===== src/rtl/red_pitaya_na_pkg.sv =====
`default_nettype none
// ============================================================================
// Module   : red_pitaya_na_pkg
// Brief    : Shared state encoding, register map and default widths for the
//            network-analyser sweep block.
// Revision : 1.0
// ============================================================================
package red_pitaya_na_pkg;

    localparam int c_LPFBITS_DEF   = 24;
    localparam int c_PHASEBITS_DEF = 32;
    localparam int c_SUMBITS_DEF   = 62;
    localparam int c_FIFOLOG2_DEF  = 4;

    typedef enum logic [2:0] {
        S_IDLE     = 3'd0,
        S_SETF     = 3'd1,
        S_SLEEP    = 3'd2,
        S_AVG      = 3'd3,
        S_PUSH     = 3'd4,
        S_WAITFIFO = 3'd5
    } na_state_t;

    localparam logic [15:0] c_ADDR_CTRL   = 16'h0000;
    localparam logic [15:0] c_ADDR_START  = 16'h0004;
    localparam logic [15:0] c_ADDR_STEP   = 16'h0008;
    localparam logic [15:0] c_ADDR_POINTS = 16'h000C;
    localparam logic [15:0] c_ADDR_SLEEP  = 16'h0010;
    localparam logic [15:0] c_ADDR_AVG    = 16'h0014;
    localparam logic [15:0] c_ADDR_STATUS = 16'h0018;
    localparam logic [15:0] c_ADDR_ILO    = 16'h0020;
    localparam logic [15:0] c_ADDR_IHI    = 16'h0024;
    localparam logic [15:0] c_ADDR_QLO    = 16'h0028;
    localparam logic [15:0] c_ADDR_QHI    = 16'h002C;

endpackage
`default_nettype wire


===== src/rtl/red_pitaya_na_result_fifo.sv =====
`default_nettype none
// ============================================================================
// Module   : red_pitaya_na_result_fifo
// Brief    : Synchronous result FIFO, depth 2^ADDRBITS; head reads 0 when empty.
// Revision : 1.0
// ============================================================================
module red_pitaya_na_result_fifo #(
    parameter int WIDTH    = 124,
    parameter int ADDRBITS = 4
) (
    input  logic                clk_i,
    input  logic                rstn_i,
    input  logic                push,
    input  logic [WIDTH-1:0]    wdata,
    input  logic                pop,
    output logic [WIDTH-1:0]    rdata,
    output logic                full,
    output logic                empty,
    output logic [ADDRBITS:0]   count
);

    localparam int c_DEPTH = 1 << ADDRBITS;

    logic [ADDRBITS:0] r_count;
    logic              w_do_push;
    logic              w_do_pop;
    logic [WIDTH-1:0]  w_head;

    assign empty     = (r_count == '0);
    assign full      = (r_count == (ADDRBITS+1)'(c_DEPTH));
    assign w_do_pop  = pop && !empty;
    // A pop in the same cycle frees the slot, so a full FIFO still accepts.
    assign w_do_push = push && (!full || w_do_pop);
    assign count     = r_count;
    assign rdata     = empty ? '0 : w_head;

    always_ff @(posedge clk_i or negedge rstn_i) begin
        if (!rstn_i) begin
            r_count <= '0;
        end else if (w_do_push && !w_do_pop) begin
            r_count <= r_count + 1'b1;
        end else if (w_do_pop && !w_do_push) begin
            r_count <= r_count - 1'b1;
        end
    end

    generate
        if (ADDRBITS == 0) begin : g_single
            logic [WIDTH-1:0] r_data;
            always_ff @(posedge clk_i) begin
                if (w_do_push) r_data <= wdata;
            end
            assign w_head = r_data;
        end else begin : g_ram
            logic [WIDTH-1:0]    r_mem [c_DEPTH];
            logic [ADDRBITS-1:0] r_wr_ptr;
            logic [ADDRBITS-1:0] r_rd_ptr;
            always_ff @(posedge clk_i or negedge rstn_i) begin
                if (!rstn_i) begin
                    r_wr_ptr <= '0;
                    r_rd_ptr <= '0;
                end else begin
                    if (w_do_push) r_wr_ptr <= r_wr_ptr + 1'b1;
                    if (w_do_pop)  r_rd_ptr <= r_rd_ptr + 1'b1;
                end
            end
            always_ff @(posedge clk_i) begin
                if (w_do_push) r_mem[r_wr_ptr] <= wdata;
            end
            assign w_head = r_mem[r_rd_ptr];
        end
    endgenerate

endmodule
`default_nettype wire


===== src/rtl/red_pitaya_na_sweep_block.sv =====
`default_nettype none
// ============================================================================
// Module   : red_pitaya_na_sweep_block
// Brief    : Network-analyser frequency sweep with I/Q averaging and result
//            FIFO. Define RED_PITAYA_NA_FIFO_EN for a 2^FIFOLOG2-deep FIFO,
//            otherwise a single result register is used.
// Revision : 1.0
// ============================================================================
module red_pitaya_na_sweep_block
    import red_pitaya_na_pkg::*;
#(
    parameter int LPFBITS   = c_LPFBITS_DEF,
    parameter int PHASEBITS = c_PHASEBITS_DEF,
    parameter int SUMBITS   = c_SUMBITS_DEF,
    parameter int FIFOLOG2  = c_FIFOLOG2_DEF
) (
    input  logic                       clk_i,
    input  logic                       rstn_i,
    input  logic signed [LPFBITS-1:0]  quad1_i,
    input  logic signed [LPFBITS-1:0]  quad2_i,
    output logic [PHASEBITS-1:0]       phase_inc_o,
    output logic                       freq_update_o,
    output logic                       busy_o,
    input  logic [15:0]                addr,
    input  logic                       wen,
    input  logic                       ren,
    input  logic [31:0]                wdata,
    output logic                       ack,
    output logic [31:0]                rdata
);

`ifdef RED_PITAYA_NA_FIFO_EN
    localparam int c_DEPTH_LOG2 = FIFOLOG2;
`else
    localparam int c_DEPTH_LOG2 = 0;
`endif

    na_state_t r_state, w_state_next;
    logic [31:0]               r_start_inc, r_step_inc, r_sleepcycles, r_averages;
    logic [15:0]               r_points, r_k;
    logic [31:0]               r_sleep_cnt, r_avg_cnt;
    logic [PHASEBITS-1:0]      r_next_inc, r_phase_inc;
    logic signed [SUMBITS-1:0] r_sum_i, r_sum_q;
    logic                      r_overflow, r_freq_update, r_ack;
    logic [31:0]               r_rdata, w_rdata;
    logic                      w_ctrl_wr, w_start, w_abort, w_pop, w_start_sweep;
    logic                      w_push, w_set_freq, w_full, w_empty;
    logic [2*SUMBITS-1:0]      w_head;
    logic [SUMBITS-1:0]        w_head_i, w_head_q;
    logic [c_DEPTH_LOG2:0]     w_count;
    logic [2:0]                w_state_bits;

    assign w_ctrl_wr     = wen && (addr == c_ADDR_CTRL);
    assign w_start       = w_ctrl_wr && wdata[0];
    assign w_abort       = w_ctrl_wr && wdata[1];
    assign w_pop         = ren && (addr == c_ADDR_QHI);
    assign w_start_sweep = (r_state == S_IDLE) && w_start && !w_abort;
    assign w_head_i      = w_head[2*SUMBITS-1:SUMBITS];
    assign w_head_q      = w_head[SUMBITS-1:0];
    assign w_state_bits  = r_state;

    assign phase_inc_o   = r_phase_inc;
    assign freq_update_o = r_freq_update;
    assign busy_o        = (r_state != S_IDLE);
    assign ack           = r_ack;
    assign rdata         = r_rdata;

    always_ff @(posedge clk_i or negedge rstn_i) begin
        if (!rstn_i) r_state <= S_IDLE;
        else         r_state <= w_state_next;
    end

    always_comb begin
        w_state_next = r_state;
        w_push       = 1'b0;
        w_set_freq   = 1'b0;
        case (r_state)
            S_IDLE:  if (w_start) w_state_next = S_SETF;
            // k >= points only when points is 0 (or shrank mid-sweep): leave quietly.
            S_SETF: begin
                if (r_k >= r_points) begin
                    w_state_next = S_IDLE;
                end else begin
                    w_set_freq   = 1'b1;
                    w_state_next = S_SLEEP;
                end
            end
            S_SLEEP: if (r_sleep_cnt == 32'd0) w_state_next = S_AVG;
            S_AVG:   if (r_avg_cnt == 32'd0) w_state_next = S_PUSH;
            S_PUSH, S_WAITFIFO: begin
                if (!w_full || w_pop) begin
                    w_push       = 1'b1;
                    w_state_next = (({1'b0, r_k} + 17'd1) >= {1'b0, r_points}) ? S_IDLE : S_SETF;
                end else begin
                    w_state_next = S_WAITFIFO;
                end
            end
            default: w_state_next = S_IDLE;
        endcase
        if (w_abort) begin
            w_state_next = S_IDLE;
            w_push       = 1'b0;
            w_set_freq   = 1'b0;
        end
    end

    always_ff @(posedge clk_i or negedge rstn_i) begin
        if (!rstn_i) begin
            r_k           <= '0;
            r_next_inc    <= '0;
            r_phase_inc   <= '0;
            r_freq_update <= 1'b0;
            r_sum_i       <= '0;
            r_sum_q       <= '0;
            r_sleep_cnt   <= '0;
            r_avg_cnt     <= '0;
            r_overflow    <= 1'b0;
        end else begin
            r_freq_update <= w_set_freq;
            if (w_start_sweep) begin
                r_k        <= '0;
                r_next_inc <= PHASEBITS'(r_start_inc);
                r_overflow <= 1'b0;
            end
            if (w_set_freq) begin
                r_phase_inc <= r_next_inc;
                r_sum_i     <= '0;
                r_sum_q     <= '0;
                r_sleep_cnt <= r_sleepcycles;
            end
            if (r_state == S_SLEEP) begin
                if (r_sleep_cnt == 32'd0) r_avg_cnt   <= r_averages;
                else                      r_sleep_cnt <= r_sleep_cnt - 32'd1;
            end
            if ((r_state == S_AVG) && (r_avg_cnt != 32'd0)) begin
                r_sum_i   <= r_sum_i + SUMBITS'(quad1_i);
                r_sum_q   <= r_sum_q + SUMBITS'(quad2_i);
                r_avg_cnt <= r_avg_cnt - 32'd1;
            end
            // Running phase word avoids a k*step multiplier; same result mod 2^PHASEBITS.
            if (w_push) begin
                r_k        <= r_k + 16'd1;
                r_next_inc <= r_next_inc + PHASEBITS'(r_step_inc);
            end
            if ((r_state == S_PUSH) && (w_state_next == S_WAITFIFO)) r_overflow <= 1'b1;
        end
    end

    red_pitaya_na_result_fifo #(
        .WIDTH    (2*SUMBITS),
        .ADDRBITS (c_DEPTH_LOG2)
    ) u_fifo (
        .clk_i  (clk_i),
        .rstn_i (rstn_i),
        .push   (w_push),
        .wdata  ({r_sum_i, r_sum_q}),
        .pop    (w_pop),
        .rdata  (w_head),
        .full   (w_full),
        .empty  (w_empty),
        .count  (w_count)
    );

    always_comb begin
        w_rdata = '0;
        case (addr)
            c_ADDR_START:  w_rdata = r_start_inc;
            c_ADDR_STEP:   w_rdata = r_step_inc;
            c_ADDR_POINTS: w_rdata = {16'd0, r_points};
            c_ADDR_SLEEP:  w_rdata = r_sleepcycles;
            c_ADDR_AVG:    w_rdata = r_averages;
            c_ADDR_STATUS: w_rdata = 32'({r_overflow, (FIFOLOG2+1)'(w_count), w_state_bits});
            c_ADDR_ILO:    w_rdata = w_head_i[31:0];
            c_ADDR_IHI:    w_rdata = 32'(signed'(w_head_i[SUMBITS-1:32]));
            c_ADDR_QLO:    w_rdata = w_head_q[31:0];
            c_ADDR_QHI:    w_rdata = 32'(signed'(w_head_q[SUMBITS-1:32]));
            default:       w_rdata = '0;
        endcase
    end

    always_ff @(posedge clk_i or negedge rstn_i) begin
        if (!rstn_i) begin
            r_start_inc   <= '0;
            r_step_inc    <= '0;
            r_points      <= '0;
            r_sleepcycles <= '0;
            r_averages    <= '0;
            r_ack         <= 1'b0;
            r_rdata       <= '0;
        end else begin
            r_ack   <= wen || ren;
            r_rdata <= ren ? w_rdata : 32'd0;
            if (wen) begin
                case (addr)
                    c_ADDR_START:  r_start_inc   <= wdata;
                    c_ADDR_STEP:   r_step_inc    <= wdata;
                    c_ADDR_POINTS: r_points      <= wdata[15:0];
                    c_ADDR_SLEEP:  r_sleepcycles <= wdata;
                    c_ADDR_AVG:    r_averages    <= wdata;
                    default: ;
                endcase
            end
        end
    end

endmodule
`default_nettype wire


===== config.mk =====
export PLATFORM = sky130hd
export DESIGN_NAME = red_pitaya_na_sweep_block
export DESIGN_NICKNAME = d
export VERILOG_FILES = /design/src/rtl/red_pitaya_na_pkg.sv /design/src/rtl/red_pitaya_na_result_fifo.sv /design/src/rtl/red_pitaya_na_sweep_block.sv
export SDC_FILE = /design/constraint.sdc
export NUM_CORES = 1
export LEC_CHECK = 0
export BUFFER_PORTS_ARGS = -buffer_cell sky130_fd_sc_hd__buf_2
export CORE_MARGIN = 3
export CORE_UTILIZATION = 62
export CTS_BUF_LIST = sky130_fd_sc_hd__clkbuf_16
export CTS_CLUSTER_DIAMETER = 40
export DETAILED_ROUTE_END_ITERATION = 8
export PLACE_DENSITY_LB_ADDON = 0.3
export SYNTH_ARGS = -nofsm -noshare
export SYNTH_HDL_FRONTEND = slang
export SYNTH_SLANG_ARGS = --single-unit

===== constraint.sdc =====
create_clock -name clk_i -period 7.8 [get_ports clk_i]
set_input_delay 0.39 -clock clk_i [delete_from_list [all_inputs] [get_ports clk_i]]
set_output_delay 0.39 -clock clk_i [all_outputs]
set_load 0.05 [all_outputs]

Yosys cells after proc, flatten, opt, wreduce, memory -nomap -nowiden
Cells that the tools add are included.
- output and inout bits: 67
- logic and storage cells: 118
- register bits after elaboration: 575
- input bits: 100
- add/sub/neg operators: 9
- $lt $le $gt $ge: 2
- equal/unequal tests: 16
- reduce and logical (&&, ||, !) cells: 38
- muxes and demuxes: 34
- operators by type and width (cell ; count):
    $pmux 32 s10 ; 1
    $mux 32 ; 9
    $mux 62 ; 3
    $add 62x24->62 ; 2
    $mux 124 ; 1
    $eq 16x6->1 const B ; 4
    $logic_not 32->1 ; 2
    $sub 32x1->32 const B ; 2
    $eq 16x5->1 const B ; 3
    $add 32x32->32 ; 1
    $eq 16x4->1 const B ; 2
    $mux 16 ; 2
    $reduce_bool 32->1 ; 1
    $add 16x1->17 const B ; 1
    $ge 17x16->1 ; 1
    $add 16x1->16 const B ; 1
    $eq 16x3->1 const B ; 1
    $ge 16x16->1 ; 1
    $logic_not 16->1 ; 1
    $mux 3 ; 5
    $pmux 3 s5 ; 1
    $logic_and 1x1->1 ; 12
    $reduce_and 2->1 ; 6
    $reduce_bool 2->1 ; 6
    12 further kinds ; 30

Logic depth before layout (Yosys ltp)
- depth after elaboration: 11
- depth in mapped cells: 17
- mapped depth without buffers: 15

Modules after synthesis
Synthesis repeated with hierarchy kept, for this count alone.
- cells, all modules: 3461
- area total of the unflattened synthesis: 33413.3 µm²
- by module, submodules not included (module ; instances ; sequential area each (µm²) ; cells each ; area each (µm²)):
    red_pitaya_na_sweep_block ; 1 ; 11260.8 ; 3194 ; 28756.3
    red_pitaya_na_result_fifo ; 1 ; 3748.6 ; 267 ; 4657.0

Least setup slack after synthesis
No wires, ideal clock.
- path kind: input to register
- start point: input addr[11]
- end point: register u_fifo.g_single.r_data[0] (enable)
- data arrival time: 5753 ps
- required time: 7264 ps
- setup slack: 1511 ps
- library setup time: 536 ps
- cell stages on the path: 9
- path buffers: 2
- path through: nor4_1 > nand3_1 > or3b_2 > nor2_1 > a21boi_0 > or3_1 > clkbuf_1 > inv_1 > buf_1
- cells in the longest elaborated chain, start to end: 7
- elaborated cells between the ends (all ways): 12
- those cells by class: eq/ne (1); mux (3); reduce/logical (8)
- RTL lines (what ; line ; RTL):
    start: declaration ; red_pitaya_na_sweep_block.sv:24 ; input logic [15:0] addr,
    $eq 16x6->1 ; red_pitaya_na_sweep_block.sv:56 ; assign w_pop = ren && (addr == c_ADDR_QHI);
    $logic_and 1x1->1 ; red_pitaya_na_sweep_block.sv:56 ;
    $logic_or 1x1->1 ; red_pitaya_na_sweep_block.sv:91 ; if (!w_full || w_pop) begin
    $mux 1 ; red_pitaya_na_sweep_block.sv:91 ;
    $mux 1 ; red_pitaya_na_sweep_block.sv:77 ; case (r_state)
    $mux 1 ; red_pitaya_na_sweep_block.sv:100 ; if (w_abort) begin
    $logic_and 1x1->1 (*) ; red_pitaya_na_result_fifo.sv:33 ; assign w_do_push = push && (!full || w_do_pop);
    via u_fifo.w_do_push ; red_pitaya_na_result_fifo.sv:25 ; logic w_do_push;
    end signal: assignment ; red_pitaya_na_result_fifo.sv:51 ; if (w_do_push) r_data <= wdata;
    end: declaration ; red_pitaya_na_result_fifo.sv:49 ; logic [WIDTH-1:0] r_data;
Mark *: on every way through the listed nets, which the timed path passes. The rest lies on a longest branch.
A chain may end at the register's enable or synchronous reset.

Final worst setup path
- start point: register r_k[0]
- end point: register r_sum_q[50]
- cells in the longest elaborated chain, start to end: 5
- RTL lines (what ; line ; RTL):
    start: declaration ; red_pitaya_na_sweep_block.sv:40 ; logic [15:0] r_points, r_k;
    start signal: assignment ; red_pitaya_na_sweep_block.sv:142 ; r_k <= r_k + 16'd1;
    $ge 16x16->1 ; red_pitaya_na_sweep_block.sv:81 ; if (r_k >= r_points) begin
    $mux 1 ; red_pitaya_na_sweep_block.sv:81 ;
    $mux 1 ; red_pitaya_na_sweep_block.sv:77 ;
    $mux 1 ; red_pitaya_na_sweep_block.sv:100 ;
    $reduce_bool 2->1 (no line) ; - ;
    end signal: assignment ; red_pitaya_na_sweep_block.sv:137 ; r_sum_q <= r_sum_q + SUMBITS'(quad2_i);
    end: declaration ; red_pitaya_na_sweep_block.sv:43 ; logic signed [SUMBITS-1:0] r_sum_i, r_sum_q;
Every way passes these cells.

==> impl_summary.md <==
Run status
The run finished with clean final reports.

Die
The floorplan step defined a die boundary enclosing 55900 sq um. The area of the placeable core is 51900 sq um. The top-level port count is 167.

The effective utilization at floorplan is 0.634. The die extent in x is 236 um. The die is ~240 um tall. The placement row count is 83.

STA
The clock period could shrink to 4.89 ns. Setup violations remaining at the end of the flow were counted as 0. The final count of pins violating max slew was 0. Setup repair after global routing left no endpoint under its margin.

Across all hold checks on the routed design, the worst slack comes to ~0.016 ns. On the final layout, the worst clock skew is between 0.02 and 0.03 ns. The setup TNS is 0 ns. Derived from the worst setup path, the maximum achievable clock frequency is ~200 MHz. The part of the cycle the worst path needs is 0.627. The total count of hold-check failures in the final report is 0. The worst-margin pin slew is 1.07 ns.

The worst slew margin relative to its limit is 0.288.

Clock tree
Counting every sink on the clock net gives about 580. The TritonCTS clock tree is built. The number of levels the H-tree was split into is 3. Post-CTS repair changed the size of 0 cells. The clock tree root driver cell is sky130_fd_sc_hd__clkbuf_16. The TritonCTS buffer count is 86. Clock-pin slew was measured on the worst setup and hold paths at approximately 0.060 ns. The clock passes through at most 3 buffers. At the later pin of the worst-skew pair, clock insertion delay measures around 0.63 ns.

Logic synthesis
Synthesis inferred 575 register bits. The count of different cell masters after synthesis is 78. In the synthesized netlist the dominant register cell turns out to be sky130_fd_sc_hd__dfrtp_1. The synthesized design contains 124 enable-type register cells. The net count of the mapped netlist is 3685. The proportion of register bits with asynchronous set or reset after synthesis is 0.784. The instance count of the mapped netlist is 3393. A synthesized cell averages 9.70 sq um. The synthesized netlist occupies a cell area of 32900 sq um. The proportion of synthesized chip area in sequential cells is 0.456. The number of warnings printed during yosys synthesis is 0.

Drt
Dividing the detail-routed via count by the number of cells gives 6.69. The DRC violation total after the first TritonRoute iteration is 2834. The detail route stage leaves a number of antenna-violating nets equal to 0. The wire length after detailed routing is 99.9 mm. The routed wire length per instance is 23.4 um.

The routed layout has 28.5k vias. After detailed routing, the number of remaining DRC violations is 0. The number of detailed-route iterations in the first pass is 6.

Setup path
STA classifies the critical path startpoint as a register. The worst-path maximum fanout is 136. STA puts the critical path data required time at 8.32 ns. The category of the most critical setup path is register to register. In this run the critical register-to-register path is launched from r_k[0]. Data on the critical path arrives at its endpoint at roughly 5.4 ns. The critical path capture point type is a register. The critical path launch point is r_k[0].

Global routing
The aggregate global-route resource usage is 0.351. The number of antenna violations at the first check in global routing was 2. Entering global routing, the biggest net connects between 100 and 150 pins. The number of global-route vias before repair is ~28k. The first global-routing pass estimated 156 mm of wire. The total overflow left after global routing is 0.

Worst hold path
The tightest min-delay check is of the input pin to register type. The launch instance of the worst min-delay path is ren.

Final layout
The leading cell type in the layout, fill and taps excluded is sky130_fd_sc_hd__dfrtp_1. Compared with the post-synthesis result, the final layout area differs by 12.9%. Of the cells placed in the final design, the portion with a size suffix greater than 1 is 0.151. 0 antenna diodes ended up in the layout. The number of fillers in the final layout is 3761. In the layout the commonest cells are sky130_fd_sc_hd__dfrtp_1, sky130_fd_sc_hd__nand2_1, sky130_fd_sc_hd__o21ai_0. The net count reported at finish is approximately 3.8k.

Placed design
The global placement routability congestion is 0.965. The HPWL after detailed placement is 70.3 mm. The count of input and output buffers is 166.

Power and ir drop
VDD sags by at most 169 uV. The total power divided by cell area is 207 nW/um^2. The analysis attributes to cell leakage a power of approximately 17 nW.

Flow run
Across the run, the number of max-cap violations was 0.
-- timing repair --
action,CTS,global route
setup buffers,0,0
endpoints found under the hold margin,107,0
hold buffers,1,0
-- cells in the mapped netlist (10+ instances only) --
master	instances	area, sq um
sky130_fd_sc_hd__dfrtp_1	451	11300
sky130_fd_sc_hd__nand2_1	393	1480
sky130_fd_sc_hd__o21ai_0	313	1570
sky130_fd_sc_hd__a21oi_1	251	1260
sky130_fd_sc_hd__ha_1	189	2360
sky130_fd_sc_hd__nor2_1	181	679
sky130_fd_sc_hd__nand3_1	154	771
sky130_fd_sc_hd__mux2_2	144	1620
sky130_fd_sc_hd__clkbuf_1	140	526
sky130_fd_sc_hd__edfxtp_1	124	3720
sky130_fd_sc_hd__a21o_1	116	871
sky130_fd_sc_hd__xnor2_1	87	762
sky130_fd_sc_hd__inv_1	84	315
sky130_fd_sc_hd__a22o_1	68	596
sky130_fd_sc_hd__a31oi_1	67	419
sky130_fd_sc_hd__xor2_1	67	587
sky130_fd_sc_hd__a22oi_1	53	398
sky130_fd_sc_hd__nand4_1	46	288
sky130_fd_sc_hd__nor3_1	45	225
sky130_fd_sc_hd__and3_1	37	231
sky130_fd_sc_hd__o21bai_1	29	218
sky130_fd_sc_hd__a211oi_1	23	173
sky130_fd_sc_hd__buf_1	20	75.1
sky130_fd_sc_hd__nor2b_1	20	125
sky130_fd_sc_hd__o21a_1	19	143
sky130_fd_sc_hd__or3_1	19	119
sky130_fd_sc_hd__nand2b_1	18	113
sky130_fd_sc_hd__a221oi_1	14	123
sky130_fd_sc_hd__a211o_1	13	114
sky130_fd_sc_hd__buf_2	13	65.1
sky130_fd_sc_hd__nor4_1	13	81.3
sky130_fd_sc_hd__o211ai_1	13	97.6
sky130_fd_sc_hd__o31ai_1	13	97.6
sky130_fd_sc_hd__o221a_2	12	135
sky130_fd_sc_hd__and2_1	11	68.8
sky130_fd_sc_hd__mux2i_1	10	100
sky130_fd_sc_hd__o22ai_1	10	62.6
-- final cells by class --
type	instances	area, sq um	area share
clock buffer	88	2200	0.0593
sequential	575	15000	0.404
inverter	85	324	0.00873
multi-input combinational	2560	17000	0.457
tap	680	851	0.0229
clock inverter	71	646	0.0174
timing repair buffer	203	1150	0.0309
-- sequential cells by signal (all words and copies together), names as in the netlist, 16 cells and up --
name                    flops
r_sum_q                    62
u_fifo.g_single.r_data    124
rdata                      32
r_sum_i                    62
r_sleep_cnt                32
r_averages                 32
r_sleepcycles              32
r_avg_cnt                  32
phase_inc_o                32
r_points                   16
r_next_inc                 32
r_start_inc                32
r_step_inc                 32
r_k                        16
-- final timing paths --
check	depth (start not counted)	slack (ns)	endpoint
min in group asynchronous	2	0.40	r_k[1]
worst max register to register	17	2.91	r_sum_q[50]
worst min register to register	2	0.47	phase_inc_o[11]
worst max-delay path	17	2.91	r_sum_q[50]
max in group asynchronous	3	5.77	rdata[23]
worst min-delay path	2	0.02	ack
-- layer usage --
| layer | vias to the layer above | wire length (um) | global-route usage |
|---|---|---|---|
| met1 | 13900 | 39300 | 0.461 |
| li1 | 12800 | - | - |
| met4 | 0 | 5000 | 0.169 |
| met3 | 265 | 9270 | 0.0670 |
| met2 | 1515 | 46300 | 0.564 |
| met5 | - | 0 | 0 |
-- through the flow --
step / total power, mW / util / instances / area, sq um / worst slack (ns)
6_report: 7.68 / 0.715 / 4262 / 37100 / 2.91
5_1_grt: 7.93 / 0.715 / 4262 / 37100 / 2.69
4_1_cts: 7.70 / 0.715 / 4262 / 37100 / 3.00
3_5_place_dp: 3.91 / 0.660 / 4102 / 34300 / 2.99
3_3_place_gp: 3.90 / 0.660 / 4102 / 34300 / 3.15
2_1_floorplan: 3.67 / - / 3393 / 32900 / 1.51
-- worst max-delay path, cell delays in order, from the launching register on --
cell and delay (ns):
sky130_fd_sc_hd__dfrtp_1 0.45, sky130_fd_sc_hd__inv_1 0.08, sky130_fd_sc_hd__ha_1 0.29, sky130_fd_sc_hd__nand2b_1 0.17, sky130_fd_sc_hd__a21o_1 0.18, sky130_fd_sc_hd__a21o_1 0.17
sky130_fd_sc_hd__a21o_1 0.16, sky130_fd_sc_hd__a21o_1 0.17, sky130_fd_sc_hd__a2111o_1 0.43, sky130_fd_sc_hd__a21oi_1 0.32, sky130_fd_sc_hd__o21bai_4 0.09, sky130_fd_sc_hd__buf_12 0.24
sky130_fd_sc_hd__inv_2 0.57, sky130_fd_sc_hd__buf_4 0.42, sky130_fd_sc_hd__nor2_4 0.18, sky130_fd_sc_hd__buf_4 0.34, sky130_fd_sc_hd__a211oi_1 0.27, sky130_fd_sc_hd__nand2_1 0.07
-- where the power goes --
part / internal (mW) / switching (mW) / total, mW / leakage [nW]
logic: 0.280 / 0.448 / 0.729 / 8.90
registers: 3.10 / 0.0414 / 3.14 / 7.04
clock network: 2.28 / 1.53 / 3.81 / 1.40
total: 5.66 / 2.02 / 7.68 / 17.3
-- logic make-up after synthesis --
family,count (synthesis),share of synthesized area
xor+xnor,154,0.0410
fa+ha+maj,192,0.0737
compound gates,1070,0.206
flops,575,0.456
mux,154,0.0523
buf+inv,258,0.0299
simple gates,990,0.141
Note: power is estimated with default switching activity, not from simulation.
